**src/rtl/data_mem_arbiter.sv**
```systemverilog
// data_mem_arbiter
// ----------------
// Shares the single-port data memory between the CPU load/store path and the
// host/debug port. Only one transaction is in flight at a time. When both
// ports request together, the grant goes round-robin. The CPU sees a
// combinational stall while its request is outstanding.
//
// Ports
//   i_clk, i_rst              clock; synchronous active-low reset
//   i_cpu_req/we/addr/wdata   CPU request (req held until o_cpu_ack)
//   o_cpu_rdata, o_cpu_ack    CPU read data register, one-cycle completion
//   o_cpu_stall               i_cpu_req & ~o_cpu_ack
//   i_host_req/we/addr/wdata  host/debug request
//   o_host_rdata, o_host_ack  host read data register, one-cycle completion
//   o_mem_en/we/addr/wdata    memory strobe (one cycle per transaction)
//                             and latched command fields
//   i_mem_rdata               memory read data, valid RD_LAT cycles after o_mem_en
//
// state  | meaning
// -------+-------------------------------------------------------------
// IDLE   | sample requests, pick a winner, latch its command
// ISSUE  | drive o_mem_en for one cycle from the latched command
// WAIT   | count down the read latency, capture read data on the last count
// ACK    | pulse the granted port's ack; requests are not sampled here

module data_mem_arbiter #(
  parameter int ADDR_W = 8,
  parameter int DATA_W = 32,
  parameter int RD_LAT = 1
) (
  input  logic              i_clk,
  input  logic              i_rst,
  input  logic              i_cpu_req,
  input  logic              i_cpu_we,
  input  logic [ADDR_W-1:0] i_cpu_addr,
  input  logic [DATA_W-1:0] i_cpu_wdata,
  output logic [DATA_W-1:0] o_cpu_rdata,
  output logic              o_cpu_ack,
  output logic              o_cpu_stall,
  input  logic              i_host_req,
  input  logic              i_host_we,
  input  logic [ADDR_W-1:0] i_host_addr,
  input  logic [DATA_W-1:0] i_host_wdata,
  output logic [DATA_W-1:0] o_host_rdata,
  output logic              o_host_ack,
  output logic              o_mem_en,
  output logic              o_mem_we,
  output logic [ADDR_W-1:0] o_mem_addr,
  output logic [DATA_W-1:0] o_mem_wdata,
  input  logic [DATA_W-1:0] i_mem_rdata
);

  localparam int CNT_W = $clog2(RD_LAT + 1);

  typedef enum logic [1:0] {
    S_IDLE  = 2'd0,
    S_ISSUE = 2'd1,
    S_WAIT  = 2'd2,
    S_ACK   = 2'd3
  } state_t;

  state_t              r_state;
  state_t              w_next;

  logic                r_last_host;  // 1 = host won the previous grant
  logic                r_gnt_host;   // owner of the transaction in flight
  logic                r_we;
  logic [ADDR_W-1:0]   r_addr;
  logic [DATA_W-1:0]   r_wdata;
  logic [CNT_W-1:0]    r_cnt;
  logic [DATA_W-1:0]   r_cpu_rdata;
  logic [DATA_W-1:0]   r_host_rdata;

  logic                w_grant;
  logic                w_grant_host;
  logic                w_cnt_last;

  assign w_cnt_last = (r_cnt == CNT_W'(1));

  // State register
  always_ff @(posedge i_clk) begin
    if (!i_rst) begin
      r_state <= S_IDLE;
    end else begin
      r_state <= w_next;
    end
  end

  // Next-state and grant decision
  always_comb begin
    w_next       = r_state;
    w_grant      = 1'b0;
    w_grant_host = 1'b0;
    case (r_state)
      S_IDLE: begin
        if (i_cpu_req || i_host_req) begin
          w_grant = 1'b1;
          // On a tie the port that did not win last time gets the memory.
          w_grant_host = (i_cpu_req && i_host_req) ? ~r_last_host : i_host_req;
          w_next = S_ISSUE;
        end
      end
      S_ISSUE: w_next = r_we ? S_ACK : S_WAIT;
      S_WAIT:  if (w_cnt_last) w_next = S_ACK;
      S_ACK:   w_next = S_IDLE;
      default: w_next = S_IDLE;
    endcase
  end

  // Outputs decoded from state
  always_comb begin
    o_mem_en   = 1'b0;
    o_mem_we   = 1'b0;
    o_cpu_ack  = 1'b0;
    o_host_ack = 1'b0;
    case (r_state)
      S_ISSUE: begin
        o_mem_en = 1'b1;
        o_mem_we = r_we;
      end
      S_ACK: begin
        o_cpu_ack  = ~r_gnt_host;
        o_host_ack = r_gnt_host;
      end
      default: ;
    endcase
  end

  // Command latch, latency counter and per-port read data registers
  always_ff @(posedge i_clk) begin
    if (!i_rst) begin
      r_last_host  <= 1'b1;
      r_gnt_host   <= 1'b0;
      r_we         <= 1'b0;
      r_addr       <= '0;
      r_wdata      <= '0;
      r_cnt        <= '0;
      r_cpu_rdata  <= '0;
      r_host_rdata <= '0;
    end else begin
      if (w_grant) begin
        r_gnt_host  <= w_grant_host;
        r_last_host <= w_grant_host;
        r_we        <= w_grant_host ? i_host_we    : i_cpu_we;
        r_addr      <= w_grant_host ? i_host_addr  : i_cpu_addr;
        r_wdata     <= w_grant_host ? i_host_wdata : i_cpu_wdata;
      end

      if (r_state == S_ISSUE && !r_we) begin
        r_cnt <= CNT_W'(RD_LAT);
      end else if (r_state == S_WAIT) begin
        r_cnt <= r_cnt - CNT_W'(1);
      end

      // The last WAIT cycle is exactly RD_LAT cycles after the strobe.
      if (r_state == S_WAIT && w_cnt_last) begin
        if (r_gnt_host) begin
          r_host_rdata <= i_mem_rdata;
        end else begin
          r_cpu_rdata <= i_mem_rdata;
        end
      end
    end
  end

  assign o_mem_addr   = r_addr;
  assign o_mem_wdata  = r_wdata;
  assign o_cpu_rdata  = r_cpu_rdata;
  assign o_host_rdata = r_host_rdata;
  assign o_cpu_stall  = i_cpu_req & ~o_cpu_ack;

endmodule

```
**config.mk**
```make
export PLATFORM = sky130hd
export DESIGN_NAME = data_mem_arbiter
export DESIGN_NICKNAME = d
export VERILOG_FILES = /design/src/rtl/data_mem_arbiter.sv
export SDC_FILE = /design/constraint.sdc
export NUM_CORES = 1
export LEC_CHECK = 0
export ABC_AREA = 1
export CAP_MARGIN = 5
export CORE_MARGIN = 2
export CORE_UTILIZATION = 44
export DETAILED_ROUTE_END_ITERATION = 16
export PLACE_DENSITY = 0.86
export SLEW_MARGIN = 20
export SYNTH_ARGS = -nofsm -noshare
export SYNTH_HDL_FRONTEND = slang
export SYNTH_SLANG_ARGS = --single-unit
```
**constraint.sdc**
```tcl
create_clock -name i_clk -period 3.1 [get_ports i_clk]
set_input_delay 0.62 -clock i_clk [delete_from_list [all_inputs] [get_ports i_clk]]
set_output_delay 0.62 -clock i_clk [all_outputs]
set_load 0.05 [all_outputs]
```
== Yosys cells after proc, flatten, opt, wreduce, memory -nomap -nowiden ==
Index checks and enable logic that the tools add are counted.

* Div/mod/pow operators: 0
* Reduce and logical (&&, ||, !) cells: 10
* Equality and inequality tests: 5
* Shift-type cells: 0
* $lt $le $gt $ge: 0
* Add/subtract/negate cells: 1
* $mul: 0
* Bitwise operators: 4
* Multiplexer cells: 18

{| class="wikitable"
|+ Operator list
! operator !! number
|-
| 2-to-1 mux 32 bit || 1
|-
| 2-to-1 mux 1 bit || 13
|-
| 2-to-1 mux 8 bit || 1
|-
| one-hot mux 2 bit (4 select lines) || 1
|-
| AND reduction 2 bit || 3
|-
| == test 2 bit (second input constant) || 2
|-
| 2-to-1 mux 2 bit || 2
|-
| != test 2 bit (second input constant) || 2
|-
| logical AND 1 bit || 3
|-
| inverter 1 bit || 3
|-
| == test 2 x 1 -> 1 bit (second input constant) || 1
|-
| zero test 2 bit || 1
|-
| nonzero test 2 bit || 1
|-
| bitwise AND 1 bit || 1
|-
| zero test 1 bit || 1
|-
| logical OR 1 bit || 1
|-
| subtractor 1 bit (second input constant) || 1
|}

* RAM bits: 0
* Memories: 0
* Output and inout bits: 109
* Word-level logic and storage cells: 47
* Latch bits: 0
* Input port bits: 118
* Memory bits (read-only): 0
* Register bits after elaboration: 110

== Depth between registers and ports, before layout ==
Gate-level depths: netlist of run 1.

* Depth after elaboration: 5
* Depth in mapped cells: 10
* Mapped depth without buffers: 9

== Least setup slack after synthesis of run 1 ==
OpenSTA, ideal clock, no wires.

* Path type: register -> output
* Start: register r_state[0]
* End: output o_cpu_stall
* Stages on the path, launching flop included: 5
* Buffers on the path: 0
* Data required time: 2.480 ns
* Arrival: 1.696 ns
* Slack: 0.784 ns
* Cell sequence: dfxtp_1 ha_1 inv_1 nor2_1 nor2_1

* Cells in the longest elaborated chain, start to end: 4

{| class="wikitable"
|+ RTL lines
! element !! RTL line !! text
|-
| start: declaration || 62 || <nowiki>state_t r_state;</nowiki>
|-
| start signal: assignment || 85 || <nowiki>r_state <= w_next;</nowiki>
|-
| == test 2 bit || 116 || <nowiki>case (r_state)</nowiki>
|-
| 2-to-1 mux 1 bit || 116 ||
|-
| net o_cpu_ack || 38 || <nowiki>output logic o_cpu_ack,</nowiki>
|-
| inverter 1 bit || 170 || <nowiki>assign o_cpu_stall = i_cpu_req & ~o_cpu_ack;</nowiki>
|-
| bitwise AND 1 bit || 170 ||
|-
| end: declaration || 39 || <nowiki>output logic o_cpu_stall,</nowiki>
|}

The timed path passes the listed nets, and every way through them passes these cells.

== Worst setup path in the final report of run 1 ==
* Start: register r_state[1]
* End: output o_mem_we

* Cells in the longest elaborated chain, start to end: 2

{| class="wikitable"
|+ RTL lines
! element !! RTL line !! text
|-
| == test 2 x 1 -> 1 bit || 116 ||
|-
| 2-to-1 mux 1 bit || 116 ||
|-
| end: declaration || 47 || <nowiki>output logic o_mem_we,</nowiki>
|}

Every way passes these cells.

==> results of run 1 <==
## worst reg2reg max path, delay by kind of cell, from the launching register on
family        cells  cell delay [ps]
flops             1              420
buf+inv           2              850
fa+ha+maj         1              280
simple gates      4              420
## routing by layer
metal	share of wire, %	global-route usage (%)	vias to the layer above
met5	0	0	-
met4	1.7	6.23	0
met3	8.5	7.20	13
met2	47	37.5	175
met1	42	28.4	2158
li1	-	-	2523
## state kept, by name, summed over array words and instances, names as in the netlist
register and cells:
o_cpu_rdata 32, o_host_rdata 32, o_mem_addr 8, o_mem_wdata 32, r_cnt 1, r_gnt_host 1
r_last_host 1, r_state 2, r_we 1
## per-stage QoR
| stage | instance area (um^2) | total power [mW] | instances |
|---|---|---|---|
| 5_1_grt | 7170 | 5.96 | 1025 |
| 3_5_place_dp | 6970 | 4.78 | 1009 |
| 4_1_cts | 7160 | 5.62 | 1025 |
| 3_3_place_gp | 6970 | 4.74 | 1009 |
| 2_1_floorplan | 4700 | 3.89 | 684 |
| 6_report | 7170 | 5.59 | 1025 |
## cells by family after synthesis
logic type                 share of synthesized area [%]
buffers and inverters                               11.5
DFF                                                 46.9
adders and majority gates                           1.07
and+or+nand+nor                                     29.6
AOI/OAI and AO/OA                                   11.0
## where the power goes
part           switching, mW  leakage [nW]  internal, mW
clock                  0.527        0.0924         0.313
combinational           1.92          2.17         0.966
sequential             0.163         0.898          1.70
total                   2.61          3.16          2.98
## layout make-up
| type | count | area [um^2] |
|---|---|---|
| Fill cell | 885 | 3200 |
| Inverter | 88 | 330 |
| Sequential cell | 110 | 2200 |
| Tap cell | 136 | 170 |
| Multi-Input combinational cell | 443 | 1960 |
| Clock buffer | 9 | 124 |
| Clock inverter | 7 | 67.6 |
| Timing Repair Buffer | 232 | 2310 |
## layout by cell type (no fill, tap or decap), drive strengths merged
cell type	instances
a21oi	36
buf	8
clkbuf	9
clkdlybuf4s50	224
clkinv	3
clkinvlp	2
dfxtp	110
ha	4
inv	90
nand2	97
nand3	86
nor2	153
o21ai	67
## worst paths after layout
path                            slack [ps]  cells after the start                       endpoint                     startpoint
worst max-delay path                   460                      5                       o_mem_we        r_state[1]$_SDFFE_PN0P_
worst max register to register        1070                      7   o_cpu_rdata[12]$_SDFFE_PN0P_        r_state[0]$_SDFFE_PN0P_
worst min register to register         450                      2  o_host_rdata[29]$_SDFFE_PN0P_  o_host_rdata[29]$_SDFFE_PN0P_
worst min-delay path                   450                      2  o_host_rdata[29]$_SDFFE_PN0P_  o_host_rdata[29]$_SDFFE_PN0P_
==> results.txt, run 1 <==
Startpoint-to-endpoint class of the critical path: flip-flop to output pin. The share of synthesized area occupied by flip-flops and latches was 46.9%. The final layout contains 1,006 nets. Dividing total power by cell area gives a power density of 780 nW/um^2. The final number of hold-violating endpoints is 0. The run gives 4,869 as the detailed-route via count. Share of the clock period used by the worst path: 85.0%. Global routing used 22.6% of the available tracks.

The share of layout cells above drive strength 1 was 3.60%; the final setup skew was 12.4 ps. For the pin with the worst max-slew slack, the measured transition is 1030 ps. The worst setup path is captured at an output pin. Cell family contributing the most delay on the critical path: buffers and inverters. The flow ran to the end, and the final reports show no timing, DRC or antenna violations.

Buffers inserted to repair hold after CTS numbered 0. 0 antenna diodes ended up in the layout. The tools report the number of remaining DRC errors as 0. Clock root buffer: clkbuf_8.

The total area inside the core boundary comes to 10,400 um^2. Pin count of the biggest net entering global routing: 82. Max-cap violations in this run came to 0. The post-detailed-route count of antenna-violating nets is 0. In this run the vertical extent of the chip is 107 um. The run gives 11,500 um^2 as the full die area. Largest area contributor in the synthesized netlist: dfxtp_1. When the netlist entered floorplanning its net count stood at 806. Wires add up to 13,300 um.

In this run, the number of DRC markers left after iteration 0 of detailed routing was 251. Counting every instance in the synthesized netlist gives 684. The clock reaches the later pin of the worst-skew pair after 360 ps. In this run, synthesis produced a sequential element count of 110. By count the netlist is led by nor2_1 (150), dfxtp_1 (110), nand2_1 (95). Across all hold checks on the routed design, the worst slack comes to 451 ps. The cell with the most instances after synthesis was nor2_1. Compared with the post-synthesis result, the final layout area differs by 52.6%.

The total setup buffers inserted after CTS was 0. On the critical path, the stage with the largest delay is an instance of clkdlybuf4s50_1. The delay contributed by the slowest stage of the critical path was 790 ps; the worst-case headroom to the max-slew limit was 31.2%. The critical path contains buffers and inverters numbering 3 combined. The run gives 0 as the initial antenna violation count. The total overflow left after global routing is 0.

The final-report setup violation count came out at 0. The first detailed-routing pass ran for 5 iterations. The worst path in the final design needs a cycle of 2640 ps, including I/O delays and setup.

Clock buffer count from CTS: 9. TritonCTS built the clock tree. Of the post-synthesis cell area, the dominant cell type holds 46.9%.

Static timing analysis puts the maximum clock frequency at 379 MHz. The min-delay analysis places its worst path in the category flip-flop to flip-flop. The total negative slack is 0 ps, and the fraction of synthesis flops using an asynchronous set or reset pin is 0%. The run gives 3.16 nW as the total leakage power. Element type at the critical path start: a flip-flop. The average cell area after synthesis is 6.87 um^2, and the count of synthesis-stage warnings from yosys is 0. At the end of routability-driven placement, the weighted congestion stood at 0.855. Timing analysis after detailed placement gives a worst setup slack of 793 ps.

Walking the worst path, the cells encountered are inv_1 > ha_1 > nand2_1 > inv_1 > clkdlybuf4s50_1. The die is 107 um wide. Clock-pin slew was measured on the worst setup and hold paths at 110 ps. The critical path's most frequent cell was inv_1. The effective utilization at floorplan was 45.3%; the cell area after synthesis was 4700 um^2. In the post-synthesis netlist, the biggest area contributors are dfxtp_1 (47%), nor2_1 (12%), nand3_1 (9.1%).

The via count of the first global-routing pass is 4,393, and the worst IR drop on VDD is 0.644 mV. The run gives 20,900 um as the first-pass GRT wire length. Of all nets on the critical path, the largest fanout is 5. After floorplanning, the core was divided into 37 placement rows. For the worst setup path, the data arrival time is 2020 ps. The primary flip-flop cell chosen by synthesis mapping is dfxtp_1. The clock tree synthesis step divided the H-tree into 3 levels. Once routing completed, OpenROAD measured the worst setup slack at 464 ps. The logs give 0 for the post-cts sizing count and 110 for the count of clock tree sinks.

During I/O placement, the number of pins put on the boundary was 227. The number of distinct standard cells referenced by the synthesized netlist was 19; the number of enable-type register cells in the synthesized netlist was 0. Setup repair after global routing left no endpoint under its margin. For this run, the share of the core covered by cells in the final layout is 69.1%.

STA puts the critical path data required time at 2480 ps. For the largest buffer count on any clock path, the log shows 2. Input and output buffers added on the ports amount to 226.

The half-perimeter wire length of the detailed placement result was 9530 um; the total count of max-transition violations in the final report was 0. Dividing the detail-routed wire length by the instance count gives 12.9 um. Using the TritonRoute via totals, the vias-per-cell ratio works out to 4.75.
(Power assumes the default switching activity.)
==> run 2: changes to the inputs <==
--- a/config.mk
+++ b/config.mk
@@ -10,7 +10,7 @@
 export CORE_MARGIN = 2
 export CORE_UTILIZATION = 44
 export DETAILED_ROUTE_END_ITERATION = 16
-export PLACE_DENSITY = 0.86
+export PLACE_DENSITY = 0.95
 export SLEW_MARGIN = 20
 export SYNTH_ARGS = -nofsm -noshare
 export SYNTH_HDL_FRONTEND = slang
==> run 2 against run 1 <==
  * Count of clock-buffer cells in the layout did not move
  * Non-clock buffer count rose by 5
  * Design area rose by 0.65%
  * First-iteration DRC count fell by 7.6%
  * Core utilization rose by 0.45 points
  * Sequential power barely moved
  * Setup slack improved by 34 ps
  * Critical path type unchanged
  * Largest cell class unchanged
  * Largest power group unchanged
  * Highest routed layer unchanged
==> results.txt, run 2 (synthesis gave the netlist of run 1 again) <==
For the number of remaining DRC errors, the log shows 0 (unchanged). Full die area: 11,500 um^2 (unchanged). The power per cell area works out to 776 nW/um^2 (-0.45%). For the iteration count of the initial detailed-routing pass, the log shows 4 (-1).

Share of the clock period used by the worst path: 83.9% (-1.1 points). The number of DRC violations after detailed-routing iteration 0 was 232 (-7.6%); the clock-pin slew reported for the worst setup and hold paths after clock tree synthesis was 110 ps (about the same). The actual transition at the worst max-transition pin was 869 ps (-163 ps); the via count of the first global-routing pass was 4,425 (+0.73%). The tools report the total grt overflow as 0 (unchanged). The cell family contributing the most delay on the critical path is buffers and inverters. Worst IR drop on VDD: 0.451 mV (-30%). The final total power came out at 5.60 mW (+0.19%). The type of the tightest min-delay check was flip-flop to flip-flop. The highest achievable clock rate came out at 384 MHz (+1.3%). The logs give 20,600 um (-1.5%) for the first-pass GRT wire length and 0 (unchanged) for the number of hold buffers added after cts. The count of max-cap constraint violations was 0 (unchanged); the synthesis-to-layout area growth was 53.6%. The delay contributed by the slowest stage of the critical path is 820 ps (+30 ps), and the sum of routed wire length over all layers is 12,900 um (-3.1%).

The number of port buffers works out to 226 (unchanged). The buffering stage count on the worst path with inverters included was 2 (-1). Overall global routing resource usage: 21.9% (-0.75 points). Post-cts sizing count: 0 (unchanged). The effective utilization at floorplan came out at 45.3% (unchanged). By startpoint and endpoint, the worst setup path is classified as flip-flop to output pin.

The detail-routed net length per standard cell works out to 12.5 um (-3.6%). Setup repair after global routing left no endpoint under its margin. On the critical path, the stage with the largest delay is an instance of clkdlybuf4s50_1. The flow ran to the end, and the final reports show no timing, DRC or antenna violations. The tree is rooted in a clkbuf_8. Cell area after placement: 7010 um^2 (+0.54%). Core footprint: 10,400 um^2 (unchanged).

The logs give 2480 ps (about the same) for the worst endpoint required time and 4,825 (-0.90%) for the detailed-route via count. The logs give 1980 ps (-40 ps) for the arrival time reported for the critical path endpoint and 3.19 nW (+1.0%) for the total leakage power. The H-tree level count was 3 (unchanged). Nature of the critical path endpoint: an output pin. Traced cell by cell, the critical path runs through ha_1 > inv_1 > nor2_1 > clkdlybuf4s50_1. The total negative slack was 0 ps (unchanged); the final setup skew was 25.6 ps (+13.2 ps). Final number of hold-violating endpoints: 0 (unchanged).

The final instance count without filler cells is 1,030 (+0.49%), and the count of clock tree sinks is 110 (unchanged). Total count of max-transition violations in the final report: 0 (unchanged). The run gives 0 (unchanged) as the initial antenna violation count. The weighted congestion at the end of routability-driven global placement was 0.781 (-8.6%). TritonCTS built the clock tree. The clock insertion delay at the later pin of the skew report is 370 ps (about the same), and the number of vias per cell is 4.68 (-1.4%). The highest net fanout along the worst path is 5 (unchanged), and the number of core rows is 37 (unchanged). The clock buffer count from CTS is 9 (unchanged). The final antenna diode count is 0 (unchanged), and the number of top-level design ports is 227 (unchanged). The number of nets in the layout was 1,011 (+0.50%); the worst setup margin was 498 ps (+33.6 ps). For the worst-case headroom to the max-slew limit, the log shows 41.7% (+11 points). The largest buffer count on any clock path is 2 (unchanged), and the die extent in x is 107 um (unchanged). In the layout the commonest cells are clkdlybuf4s50_1 (224), nor2_1 (150), dfxtp_1 (110). The share of layout cells above drive strength 1 works out to 4.14% (+0.54 points). The logs give 0 (unchanged) for the final-report setup violation count and 0 (unchanged) for the post-detailed-route count of antenna-violating nets. The minimum clock period is 2600 ps (-33.6 ps), and the height of the die is 107 um (unchanged). The run gives 7220 um^2 (+0.65%) as the cell area after layout. STA classifies the critical path startpoint as a flip-flop. The half-perimeter wire length of the detailed placement result is 9480 um (-0.56%). The total setup buffers inserted after CTS is 0 (unchanged), and the pin count of the biggest net entering global routing is 82 (unchanged). The run gives 1,014 (+0.50%) as the count of placed standard cells including taps. Most frequent standard cell in the layout excluding fill and tap cells: clkdlybuf4s50_1. The run gives 796 ps (+2.91 ps) as the setup slack after placement.
## run 2: per-layer routing
layer	GRT usage [%]	vias to the layer above	routed length [um]
met4	8.15	0	373
met5	0	-	0
met3	6.78	29	1130
met2	36.9	173	6050
li1	-	2538	-
met1	26.1	2085	5300
## run 2: worst register-to-register path, delay by kind of cell (launching register included)
family | cells | cell delay (ps)
simple gates | 1 | 370
flops | 1 | 360
buf+inv | 2 | 480
fa+ha+maj | 1 | 230
compound gates | 2 | 260
## run 2: worst paths after layout
kind                            depth (start not counted)                    startpoint                           end  slack, ps
worst max-delay path                                    4       r_state[0]$_SDFFE_PN0P_                     o_cpu_ack        500
worst min-delay path                                    2  o_host_rdata[1]$_SDFFE_PN0P_  o_host_rdata[1]$_SDFFE_PN0P_        450
worst max register to register                          6       r_state[0]$_SDFFE_PN0P_  o_host_rdata[7]$_SDFFE_PN0P_       1290
worst min register to register                          2  o_host_rdata[1]$_SDFFE_PN0P_  o_host_rdata[1]$_SDFFE_PN0P_        450
## run 2: cell type report
type                    instances  area [um^2]
flip-flops and latches        110         2200
clock inverters                 7         83.8
inverters                      88          330
multi-input cells             443         1960
fillers                       836         3150
clock buffers                   9          124
repair buffers                237         2350
well taps                     136          170
## run 2: power breakdown
group | switching (mW) | internal [mW] | total (mW)
clock network | 0.535 | 0.324 | 0.859
registers | 0.161 | 1.70 | 1.86
logic | 1.91 | 0.973 | 2.88
total | 2.60 | 3.00 | 5.60
## run 2: metrics by stage
stage | hold WS (ps) | util (%)
final | 451 | 69.6
after global routing | 464 | 69.6
after CTS | 453 | 69.6
after detailed placement | 435 | 67.6
after global placement | 431 | 67.6
after floorplan | 449 | -
